--- src/rtl/pwm_us_gen.sv ---
// pwm_us_gen: double-buffered microsecond PWM generator with period-boundary updates
module pwm_us_gen #(
    parameter logic [5:0] T1USval = 6'd49
) (
    input  logic        CLK,
    input  logic        RSTn,
    input  logic        En,
    input  logic [15:0] Period,
    input  logic [15:0] Duty,
    input  logic        Load,
    output logic        PWM_OUT,
    output logic        Cycle_done,
    output logic        Pending
);
    logic [5:0]  r_count;
    logic [15:0] r_cntus;
    logic [15:0] r_per_stg;
    logic [15:0] r_duty_stg;
    logic [15:0] r_per_sh;
    logic [15:0] r_duty_sh;
    logic        r_pending;
    logic        r_pwm;
    logic        r_cycle_done;
    logic        w_idle;
    logic        w_tick;
    logic        w_wrap;
    logic        w_apply;
    assign w_idle  = !En || (r_per_sh == 16'd0);
    assign w_tick  = (r_count == T1USval);
    assign w_wrap  = !w_idle && w_tick && (r_cntus == r_per_sh - 16'd1);
    // staged values reach the shadow only at a wrap or while idle
    assign w_apply = r_pending && (w_idle || w_wrap);
    always_ff @(posedge CLK or negedge RSTn) begin
        if (!RSTn) begin
            r_count      <= 6'd0;
            r_cntus      <= 16'd0;
            r_cycle_done <= 1'b0;
            r_pwm        <= 1'b0;
            r_pending    <= 1'b0;
        end else begin
            r_count      <= (w_idle || w_tick) ? 6'd0 : r_count + 6'd1;
            r_cntus      <= (w_idle || w_wrap) ? 16'd0 : (w_tick ? r_cntus + 16'd1 : r_cntus);
            r_cycle_done <= w_wrap;
            r_pwm        <= !w_idle && (r_cntus < r_duty_sh);
            r_pending    <= Load || (r_pending && !w_apply);
        end
    end
    always_ff @(posedge CLK or negedge RSTn) begin
        if (!RSTn) begin
            r_per_stg  <= 16'd0;
            r_duty_stg <= 16'd0;
            r_per_sh   <= 16'd0;
            r_duty_sh  <= 16'd0;
        end else begin
            if (Load) begin
                r_per_stg  <= Period;
                r_duty_stg <= Duty;
            end
            if (w_apply) begin
                r_per_sh  <= r_per_stg;
                r_duty_sh <= r_duty_stg;
            end
        end
    end
    assign PWM_OUT    = r_pwm;
    assign Cycle_done = r_cycle_done;
    assign Pending    = r_pending;
endmodule
--- config.mk ---
export PLATFORM = sky130hd
export DESIGN_NAME = pwm_us_gen
export DESIGN_NICKNAME = d
export VERILOG_FILES = /design/src/rtl/pwm_us_gen.sv
export SDC_FILE = /design/constraint.sdc
export NUM_CORES = 1
export LEC_CHECK = 0
export ABC_AREA = 1
export BUFFER_PORTS_ARGS = -buffer_cell sky130_fd_sc_hd__buf_2
export CAP_MARGIN = 10
export CORE_ASPECT_RATIO = 0.7
export CORE_MARGIN = 5
export CORE_UTILIZATION = 45
export CTS_CLUSTER_SIZE = 20
export DETAILED_ROUTE_END_ITERATION = 8
export PLACE_DENSITY = 0.71
export SLEW_MARGIN = 0
export SYNTH_ARGS = -nofsm -noshare
export SYNTH_HDL_FRONTEND = slang
export SYNTH_SLANG_ARGS = --single-unit
--- constraint.sdc ---
create_clock -name CLK -period 5.2 [get_ports CLK]
set_input_delay 1.04 -clock CLK [delete_from_list [all_inputs] [get_ports CLK]]
set_output_delay 1.04 -clock CLK [all_outputs]
set_load 0.05 [all_outputs]
**Yosys cells after proc, flatten, opt, wreduce, memory -nomap -nowiden**

Index checks and enable logic that the tools add are counted.

- Bits in registers: 89
- Output and inout port bits: 3
- Word-level logic and storage cells: 32
- Bits of input ports: 36

- Eq/ne operators: 2
- Muxes and demuxes: 3
- Reduce and logical (&&, ||, !) cells: 14
- $lt $le $gt $ge: 1
- Add/sub/neg operators: 3

Operators by type and width:

| kind | count |
|---|---|
| $mux W16 | 2 |
| $add A16 B1 Y16 const B | 1 |
| $eq A16 B16 Y1 | 1 |
| $logic_not A16 Y1 | 1 |
| $lt A16 B16 Y1 | 1 |
| $sub A16 B1 Y16 const B | 1 |
| $add A6 B1 Y6 const B | 1 |
| $eq A6 B6 Y1 const B | 1 |
| $mux W6 | 1 |
| $logic_and A1 B1 Y1 | 5 |
| $logic_or A1 B1 Y1 | 4 |
| $logic_not A1 Y1 | 3 |
| $reduce_bool A2 Y1 | 1 |

**Depth between registers and ports, before layout**

Gate-level depths: netlist (run 1).

- Depth in word-level cells: 10
- Mapped depth: 16
- Mapped depth without buffers: 15

**Worst setup path after synthesis (run 1)**

OpenSTA, ideal clock, no wires.

- Kind: input -> register
- Start: in En
- End: reg r_per_sh[8]
- Arrival time: 2111 ps
- Data required time: 5083 ps
- Path buffers: 1
- Slack: 2972 ps
- Stages on the path: 9
- Cells stage by stage: a21boi_4 > nand3_1 > nor2_1 > nand3_2 > nand2_4 > nand2_4 > buf_6 > nand2_1 > nand2_1

- Cells in the longest elaborated chain, start to end: 7

Ends and longest elaborated chain:

| element | RTL line | text |
|---|---|---|
| start, declared | 7 | `input logic En,` |
| $logic_not A1 Y1 * | 28 | `assign w_idle = !En \|\| (r_per_sh == 16'd0);` |
| $logic_or A1 B1 Y1 * | 28 |  |
| $logic_not A1 Y1 | 30 | `assign w_wrap = !w_idle && w_tick && (r_cntus == r_per_sh - 16'd1);` |
| $logic_and A1 B1 Y1 (2 in a row) | 30 |  |
| $logic_or A1 B1 Y1 * | 32 | `assign w_apply = r_pending && (w_idle \|\| w_wrap);` |
| $logic_and A1 B1 Y1 * | 32 |  |
| end signal, assigned | 60 | `r_per_sh <= r_per_stg;` |
| end, declared | 19 | `logic [15:0] r_per_sh;` |

Mark *: on every way between the ends. The rest lies on a longest branch, timed or not.
A chain may end at the register's enable or synchronous reset.

**Final worst setup path (run 1)**

- Start: reg r_per_sh[0]
- End: reg r_duty_sh[3]

- Cells in the longest elaborated chain, start to end: 7

Ends and longest elaborated chain:

| element | RTL line | text |
|---|---|---|
| parallel branches: the longest is 5 deep, another holds $sub A16 B1 Y16 | n/a |  |
| $logic_or A1 B1 Y1 * | 32 |  |
| $logic_and A1 B1 Y1 * | 32 |  |
| end signal, assigned | 61 | `r_duty_sh <= r_duty_stg;` |
| end, declared | 20 | `logic [15:0] r_duty_sh;` |

Every way passes the cells marked *.

==> metrics.txt, run 1 <==
cell area after synthesis=4798 um^2; Crit-path slowest cell=dfrtp_1; largest area contributor in the netlist=dfrtp_1; vias in the first global route=3818; Worst-Margin Slew=0.6995 ns; crit path kind=register to register; Filler cells=958; Crit. Startpoint=r_per_sh[0]; CORE AREA=around 10000 um^2; Port Buf Inserts=38; Post-CTS Setup Inserts=0; dpl hpwl=8.036 mm; fin. max-slew vios=0; CP Cell Sequence=inv_1 -> ha_1 -> nand3_2 -> inv_1 -> nand2_1 -> xor2_1 -> nand2_1 -> nor2_1 -> nand3_2 -> nand2_4 -> nand2_4 -> nand2_1 -> nand2_1; CTS max path bufs=2; DRC Markers=0; top fanout value on the critical path=44; global placement routability congestion=approximately 0.9; initial antenna violation count=0; FF+latch count, synth=89; Post-synth top cells=nand2_1, dfrtp_1, nand3_1, nor2_1, inv_1; post-cts sizing count=0; share of cells above drive strength 1=0.1611; synth warn=0; Post-Route WL=~11 mm; crit start category=register; Seq/Total Area, Yosys=0.4641; register area=2227 um^2; final critical-path share of the clock period=0.5770; main flop type after synthesis=dfrtp_1; wire per inst=about 15 um; Hold Crit Class=register to register; pre-CTS setup slack=2.242 ns; Antenna Cells=0; Crit. End Element=register; Mapped Nets=619; number of synthesized flops with an enable pin=0; CTS buffer count=9; Vias=3816; Die Wd=about 130 um; drt initial violations=around 250; Max-slew headroom=0.5336; skew final=0.006988 ns; grt total ovfl=0; cts-stage hold buffer count=0; reg2reg path depth=13; Ports=39; count of cell types in the netlist=31; Fmax=around 0.33 GHz; Worst Setup EP=r_duty_sh[3]; Num Clock Sinks=89; Via density=around 5.2; H-Tree Depth=3; Async SR Flop Fraction=1.000; Initial Utilization=0.4616; peak supply drop=approximately 0.22 mV; critical path arrival=3.22 ns; main area contributors after synthesis=dfrtp_1, nand2_1, mux2_2; Largest stage delay, worst path=0.43 ns; most common cell in the netlist=nand2_1; cells after synthesis=563; syn avg cell area=around 8.5 um^2; worst hold slack=0.4722 ns; Clk Latency, worst-skew pair=0.34 ns; Final WS setup=2.200 ns; RR Startpoint=r_per_sh[0]; CP dominant cell by count=nand2_1; CP Data Required Time=5.42 ns; area of the multi-input gates=~2300 um^2; nets=approximately 650; r2r setup slk=2.20 ns; Pwr Total=1.725 mW; Die ar.=12860 um^2; status=finished clean; clock slew at reported path FFs=approximately 0.070 ns; row count=31; Synth top area share=0.4641; Leak=2.684 nW; Placed Area=5072 um^2; CTS tree=done; TritonRoute pass-1 iters=5; R2R Path End=r_duty_sh[3]; Final min period=around 3.0 ns; max-cap viol count=0; first-pass GRT wire length=18.46 mm; Setup TNS=0 ns; die height=96.40 um; Root Buffer=clkbuf_16; # setup viols final=0; Layout Area Growth over Synthesis=11.34%; Final Hold Vio Count=0; min-delay src=r_duty_sh[0]; Global Route Usage Sum=0.1803; largest net degree at the start of global routing=56; post-route cell area=5343 um^2; power per standard cell area=approximately 320 nW/um^2; RSZ-0062 raised after global routing=false; post-route ant nets=0
==> registers in the layout (all words and copies together) (netlist names) <==
name,count
r_cntus,16
r_duty_sh,16
r_duty_stg,16
r_per_sh,16
r_per_stg,16
r_count,6
Cycle_done,1
PWM_OUT,1
Pending,1
==> report_power, final <==
| group | leakage, nW | switching, mW | internal, mW |
|---|---|---|---|
| Sequential | 1.11 | 0.0659 | 0.761 |
| Combinational | 1.44 | 0.180 | 0.116 |
| Clock | 0.131 | 0.276 | 0.326 |
==> layout make-up <==
cell class / instances / area share
Clock inverter: 5 / 0.007728
Inverter: 57 / 0.04005
Multi-Input combinational cell: 401 / 0.4227
Clock buffer: 10 / 0.04286
Sequential cell: 89 / 0.4169
Timing Repair Buffer: 40 / 0.03888
Tap cell: 132 / 0.03091
==> kinds of logic after synthesis <==
kind of cell,synth area share
and+or+nand+nor,0.2660
DFF,0.4641
buffers and inverters,0.06519
muxes,0.07510
AOI/OAI and AO/OA,0.03911
xor gates and xnor gates,0.03833
adders and majority gates,0.05215
==> worst min path at each step <==
stage               slack [ns]             to  cells after the start
finish                    0.47   r_duty_sh[0]                      2
global route              0.49   r_duty_sh[0]                      2
CTS                       0.48   r_duty_sh[0]                      2
detailed placement        0.46   r_duty_sh[7]                      2
global placement          0.46   r_duty_sh[7]                      2
floorplan                 0.44  r_duty_sh[10]                      2
==> metrics by stage <==
step,instances,utilization
after floorplan,563,-
after global placement,719,0.4880
after detailed placement,719,0.4880
after CTS,734,0.5140
after global routing,734,0.5140
final,734,0.5140
==> layer usage <==
layer  vias up  global-route usage  share of wire  wire (um)
met2       134              0.2720           0.42       4530
met5         -                   0              0          0
li1       1892                   -              -          -
met4         0             0.05051          0.010        112
met1      1778              0.2603           0.49       5285
met3        12             0.04451          0.077        832
==> critical path: cells and delay by family (launching register included) <==
kind                     cells  cell delay [ns]
buffers and inverters        2             0.28
AND/OR/NAND/NOR              9             1.66
adder cells (fa/ha/maj)      1             0.27
XOR/XNOR                     1             0.22
flip-flops                   1             0.43
==> placed cells by master (no fill, tap or decap), drive strengths merged, types with 8 or more instances in the layout <==
cell type	netlist	routed
clkbuf	8	10
ha	20	20
buf	8	40
nor2	65	65
a21oi	13	13
mux2	32	32
o21ai	10	10
inv	57	59
nor3	8	8
dfrtp	89	89
xor2	15	15
nand3	64	64
nand2	150	150
Power figures use the tool's default switching activity.
==> run 2, diff against run 1 <==
- clock period: 5.2 -> 2.8 ns (I/O delays scaled with it)
==> metrics.txt, run 2 (synthesis results as in run 1) <==
Fmax=0.4106 GHz (+23%); final critical-path share of the clock period=0.8699 (+0.2929); Placed Area=5130 um^2 (+1.1%); CTS max path bufs=2 (unchanged); Leak=2.740 nW (+2.1%); drt initial violations=265 (+5.6%); Max-slew headroom=0.5362 (+0.002535); most frequent cells in the layout=nand2_1, dfrtp_1, nand3_1, nor2_1, inv_1; Post-CTS Setup Inserts=0 (unchanged); fin. max-slew vios=0 (unchanged); grt total ovfl=0 (unchanged); cts-stage hold buffer count=0 (unchanged); share of cells above drive strength 1=0.1724 (+0.01128); crit path kind=register to register; Crit. End Element=register; crit start category=register; Antenna Cells=0 (unchanged); Die ar.=12860 um^2 (unchanged); Cell Int Power=2.365 mW (+97%); wire per inst=14.75 um (+0.63%); Pwr Total=3.374 mW (+96%); skew final=0.01133 ns (+0.004346 ns); Combinational Power Share=0.166 (-0.006); Final Hold Vio Count=0 (unchanged); dpl hpwl=8.226 mm (+2.4%); clock slew at reported path FFs=0.08 ns (about the same); Port Buf Inserts=38 (unchanged); Clock power frac=0.377 (+0.028); status=finished clean; Hold Crit Class=input port to async pin; NetSw=1.010 mW (+94%); Post-Route WL=10.93 mm (+1.6%); power per standard cell area=620.0 nW/um^2 (+92%); switching fraction of total power=0.2992 (-0.003096); max-cap viol count=0 (unchanged); sequential share of power=0.457 (-0.022); Final WS setup=0.3643 ns (-1.835 ns); RSZ-0062 raised after global routing=false; Worst-Margin Slew=0.6957 ns (-0.003803 ns); # setup viols final=0 (unchanged); Clk Latency, worst-skew pair=0.34 ns (about the same); pre-CTS setup slack=0.4114 ns (-1.830 ns); post-cts sizing count=0 (unchanged); TritonRoute pass-1 iters=5 (unchanged); Vias=3870 (+1.4%); vias in the first global route=3851 (+0.86%); peak supply drop=0.3607 mV (+61%); CP Data Required Time=3.03 ns (-2.39 ns); Via density=5.223 (+0.46%); row count=31 (unchanged); R2R Path End=r_duty_sh[14]; die height=96.40 um (unchanged); first-pass GRT wire length=19.04 mm (+3.2%); Global Route Usage Sum=0.1863 (+0.005998); Die Wd=133.4 um (unchanged); H-Tree Depth=3 (unchanged); Layout Area Growth over Synthesis=13.43%; global placement routability congestion=0.9250 (+2.2%); CORE AREA=10400 um^2 (unchanged); Initial Utilization=0.4616 (unchanged); Root Buffer=clkbuf_16; CTS buffer count=9 (unchanged); DRC Markers=0 (unchanged); nets=660 (+0.92%); reg2reg path depth=13 (unchanged); post-route cell area=5443 um^2 (+1.9%); most common cell after layout, fill and taps aside=nand2_1; critical path arrival=2.66 ns (-0.56 ns); r2r setup slk=0.36 ns (-1.84 ns); Ports=39 (unchanged); RR Startpoint=r_per_sh[0]; post-route ant nets=0 (unchanged); Setup TNS=0 ns (unchanged); CTS tree=done; Final min period=2.436 ns (-0.5646 ns); Num Clock Sinks=89 (unchanged); top fanout value on the critical path=32 (-27%); largest net degree at the start of global routing=48 (-14%); initial antenna violation count=0 (unchanged)
==> run 2: cell types whose count changed in the layout (fill, tap and decap cells not counted) <==
cell,before,now
clkbuf_1,1,0
bufinv_16,0,1
inv_8,1,2
buf_12,0,1
clkbuf_8,0,1
clkinv_4,1,0
buf_4,3,8
==> run 2: worst max-delay path by stage <==
stage	slack, ns	end	cells past startpoint	start
final	0.36	r_duty_sh[14]	13	r_per_sh[0]
after global routing	0.07	r_duty_sh[14]	13	r_per_sh[0]
after CTS	0.38	r_duty_sh[1]	13	r_per_sh[0]
after detailed placement	0.41	r_per_sh[7]	13	r_per_sh[0]
after global placement	0.49	r_per_sh[0]	13	r_per_sh[0]
after floorplan	0.80	r_per_sh[8]	14	r_per_sh[0]
==> run 2: power by group through the flow <==
| stage | Sequential [mW] | Clock, mW | Combinational (mW) |
|---|---|---|---|
| finish | 1.54 | 1.27 | 0.560 |
| detailed placement | 1.56 | 0 | 0.561 |
| floorplan | 1.51 | 0 | 0.418 |
| global placement | 1.56 | 0 | 0.545 |
| global route | 1.56 | 1.35 | 0.653 |
| CTS | 1.54 | 1.29 | 0.565 |
==> run 2: final cells by class <==
type | count | area, um^2
Fill cell | 975 | 4952
Multi-Input combinational cell | 401 | 2258
Sequential cell | 89 | 2227
Timing Repair Buffer | 46 | 265.3
Clock buffer | 10 | 239.0
Inverter | 57 | 214.0
Tap cell | 132 | 165.2
Clock inverter | 6 | 73.82
==> run 2: per-layer routing <==
metal	routed length [um]	global-route usage	vias up
li1	-	-	1897
met1	5483	0.2799	1832
met2	4466	0.2720	130
met3	902	0.04658	11
met4	79	0.04195	0
met5	0	0	-
==> run 2: per-stage QoR <==
stage / cells / utilization / hold slack, ns
2_1_floorplan: 563 / - / 0.2644
3_3_place_gp: 725 / 0.4935 / 0.4574
3_5_place_dp: 725 / 0.4935 / 0.4667
4_1_cts: 741 / 0.5236 / 0.2384
5_1_grt: 741 / 0.5236 / 0.2696
6_report: 741 / 0.5236 / 0.1984
==> run 2: worst max-delay path, stage by stage, from the launching register on <==
cell	delay [ns]
dfrtp_1	0.41
inv_1	0.12
ha_1	0.25
nand3_2	0.14
inv_1	0.16
nand2_1	0.08
xor2_1	0.23
nand2_1	0.08
nor2_1	0.13
nand3_2	0.11
nand2_4	0.18
nand2_4	0.23
nand2_1	0.15
nand2_1	0.05
==> run 3, diff against run 2 <==
- clock period: 2.8 -> 2.4 ns (I/O delays scaled with it)
==> metrics.txt, run 3 (synthesis results as in run 1) <==
status=finished clean; H-Tree Depth=3 (unchanged); vias in the first global route=3878 (+0.70%); Antenna Cells=0 (unchanged); crit start category=register; CP dominant cell by count=nand2_1; skew final=0.008602 ns (-0.002732 ns); CTS tree=done; clock slew at reported path FFs=0.06 ns (-0.02 ns); drt initial violations=249 (-6.0%); Crit-path slowest cell=dfrtp_1; Fmax=0.4439 GHz (+8.1%); Port Buf Inserts=38 (unchanged); crit path buf inv count=1 (-1); dpl hpwl=8.385 mm (+1.9%); fin. max-slew vios=0 (unchanged); max-cap viol count=0 (unchanged); post-route core utilization=0.5300 (+0.006379); Via density=5.256 (+0.63%); Worst-Margin Slew=0.6935 ns (-0.002274 ns); # setup viols final=0 (unchanged); CTS max path bufs=2 (unchanged); most common cell after layout, fill and taps aside=nand2_1; switching fraction of total power=0.2975 (-0.001661); CORE AREA=10400 um^2 (unchanged); largest net degree at the start of global routing=52 (+8.3%); nets=666 (+0.91%); Num Clock Sinks=89 (unchanged); Die ar.=12860 um^2 (unchanged); Global Route Usage Sum=0.1865 (about the same); final critical-path share of the clock period=0.9387 (+0.06886); Hold Crit Class=input port to async pin; Clk Latency, worst-skew pair=0.34 ns (about the same); worst hold slack=0.1145 ns (-0.08388 ns); die height=96.40 um (unchanged); Cells after DPL=731 (+0.83%); Final Hold Vio Count=0 (unchanged); peak supply drop=0.4936 mV (+37%); Ports=39 (unchanged); NetSw=1.163 mW (+15%); Setup TNS=0 ns (unchanged); Initial Utilization=0.4616 (unchanged); Final WS setup=0.1470 ns (-0.2173 ns); Leak=2.754 nW (+0.53%); grt total ovfl=0 (unchanged); wire per inst=14.81 um (+0.42%); row count=31 (unchanged); post-route ant nets=0 (unchanged); Placed Area=5175 um^2 (+0.88%); share of cells above drive strength 1=0.1919 (+0.01946); top fanout value on the critical path=16 (-50%); pre-CTS setup slack=0.1366 ns (-0.2747 ns); sequential share of power=0.456 (about the same); CP Cell Sequence=nor2_1 -> nand2_1 -> nor2_4 -> nand2_1 -> xor2_1 -> nand2_1 -> nor2_1 -> nand3_2 -> nand2_4 -> buf_4 -> nand3_1 -> nand2_1; Post-CTS Setup Inserts=0 (unchanged); RSZ-0062 raised after global routing=false; Cell Int Power=2.746 mW (+16%); crit path kind=register to register; Root Buffer=clkbuf_16; post-route cell area=5509 um^2 (+1.2%); TritonRoute pass-1 iters=6 (+1); critical path arrival=2.53 ns (-0.13 ns); Die Wd=133.4 um (unchanged); Pwr Total=3.910 mW (+16%); CTS buffer count=9 (unchanged); Layout Area Growth over Synthesis=14.81%; Top Family by Delay on Critical Path=simple AND/OR/NAND/NOR gates; Crit. End Element=register; Combinational Power Share=0.176 (+0.010); most frequent cells in the layout=nand2_1, dfrtp_1, nand3_1, nor2_1, inv_1; Post-Route WL=11.07 mm (+1.2%); initial antenna violation count=0 (unchanged); Vias=3926 (+1.4%); first-pass GRT wire length=19.01 mm (-0.18%); power per standard cell area=709.7 nW/um^2 (+14%); DRC Markers=0 (unchanged); global placement routability congestion=0.9219 (-0.34%); Largest stage delay, worst path=0.46 ns (+0.05 ns); Final min period=2.253 ns (-0.1827 ns); Clock power frac=0.367 (-0.010); CP Data Required Time=2.68 ns (-0.35 ns); Max-slew headroom=0.5377 (+0.001516); Finished Layout Cells=747 (+0.81%)
[run 3: cell types whose count changed in the layout (fill, tap and decap cells not counted), moves of 2 or more]
cell    delta
nor2_1     -5
nor2_2     +5
buf_4      +4
buf_6      +2
inv_1      -2
inv_2      +2
[run 3: worst paths after layout]
kind,startpoint,to,slack [ns],cells after the start
max in group asynchronous,RSTn,r_per_sh[13],1.64,2
worst max-delay path,r_per_sh[5],r_duty_sh[4],0.15,12
worst max register to register,r_per_sh[5],r_duty_sh[4],0.15,12
worst min register to register,r_duty_sh[4],r_duty_sh[4],0.47,2
min in group CLK,Duty[11],r_duty_stg[11],0.36,2
worst min-delay path,RSTn,r_count[1],0.11,1
[run 3: what timing repair did]
action,in CTS,in global routing
gates resized for setup,0,11
setup endpoints to repair,0,38
hold buffers,0,0
[run 3: layer usage]
metal  vias up  share of wire  GRT usage
li1       1912              -          -
met1      1857           0.48     0.2633
met2       140           0.42     0.2825
met5         -              0          0
met4         0          0.012    0.05394
met3        17          0.086    0.05280
[run 3: area by class of cell]
class	count	area [um^2]
Clock inverter	6	73.82
Tap cell	132	165.2
Timing Repair Buffer	52	317.8
Fill cell	951	4886
Sequential cell	89	2227
Inverter	57	214.0
Clock buffer	10	229.0
Multi-Input combinational cell	401	2282
[run 3: power groups by stage]
| stage | Combinational [mW] | Clock, mW | Sequential (mW) |
|---|---|---|---|
| 2_1_floorplan | 0.487 | 0 | 1.76 |
| 3_3_place_gp | 0.665 | 0 | 1.80 |
| 3_5_place_dp | 0.681 | 0 | 1.80 |
| 4_1_cts | 0.684 | 1.46 | 1.78 |
| 5_1_grt | 0.792 | 1.52 | 1.80 |
| 6_report | 0.689 | 1.44 | 1.78 |
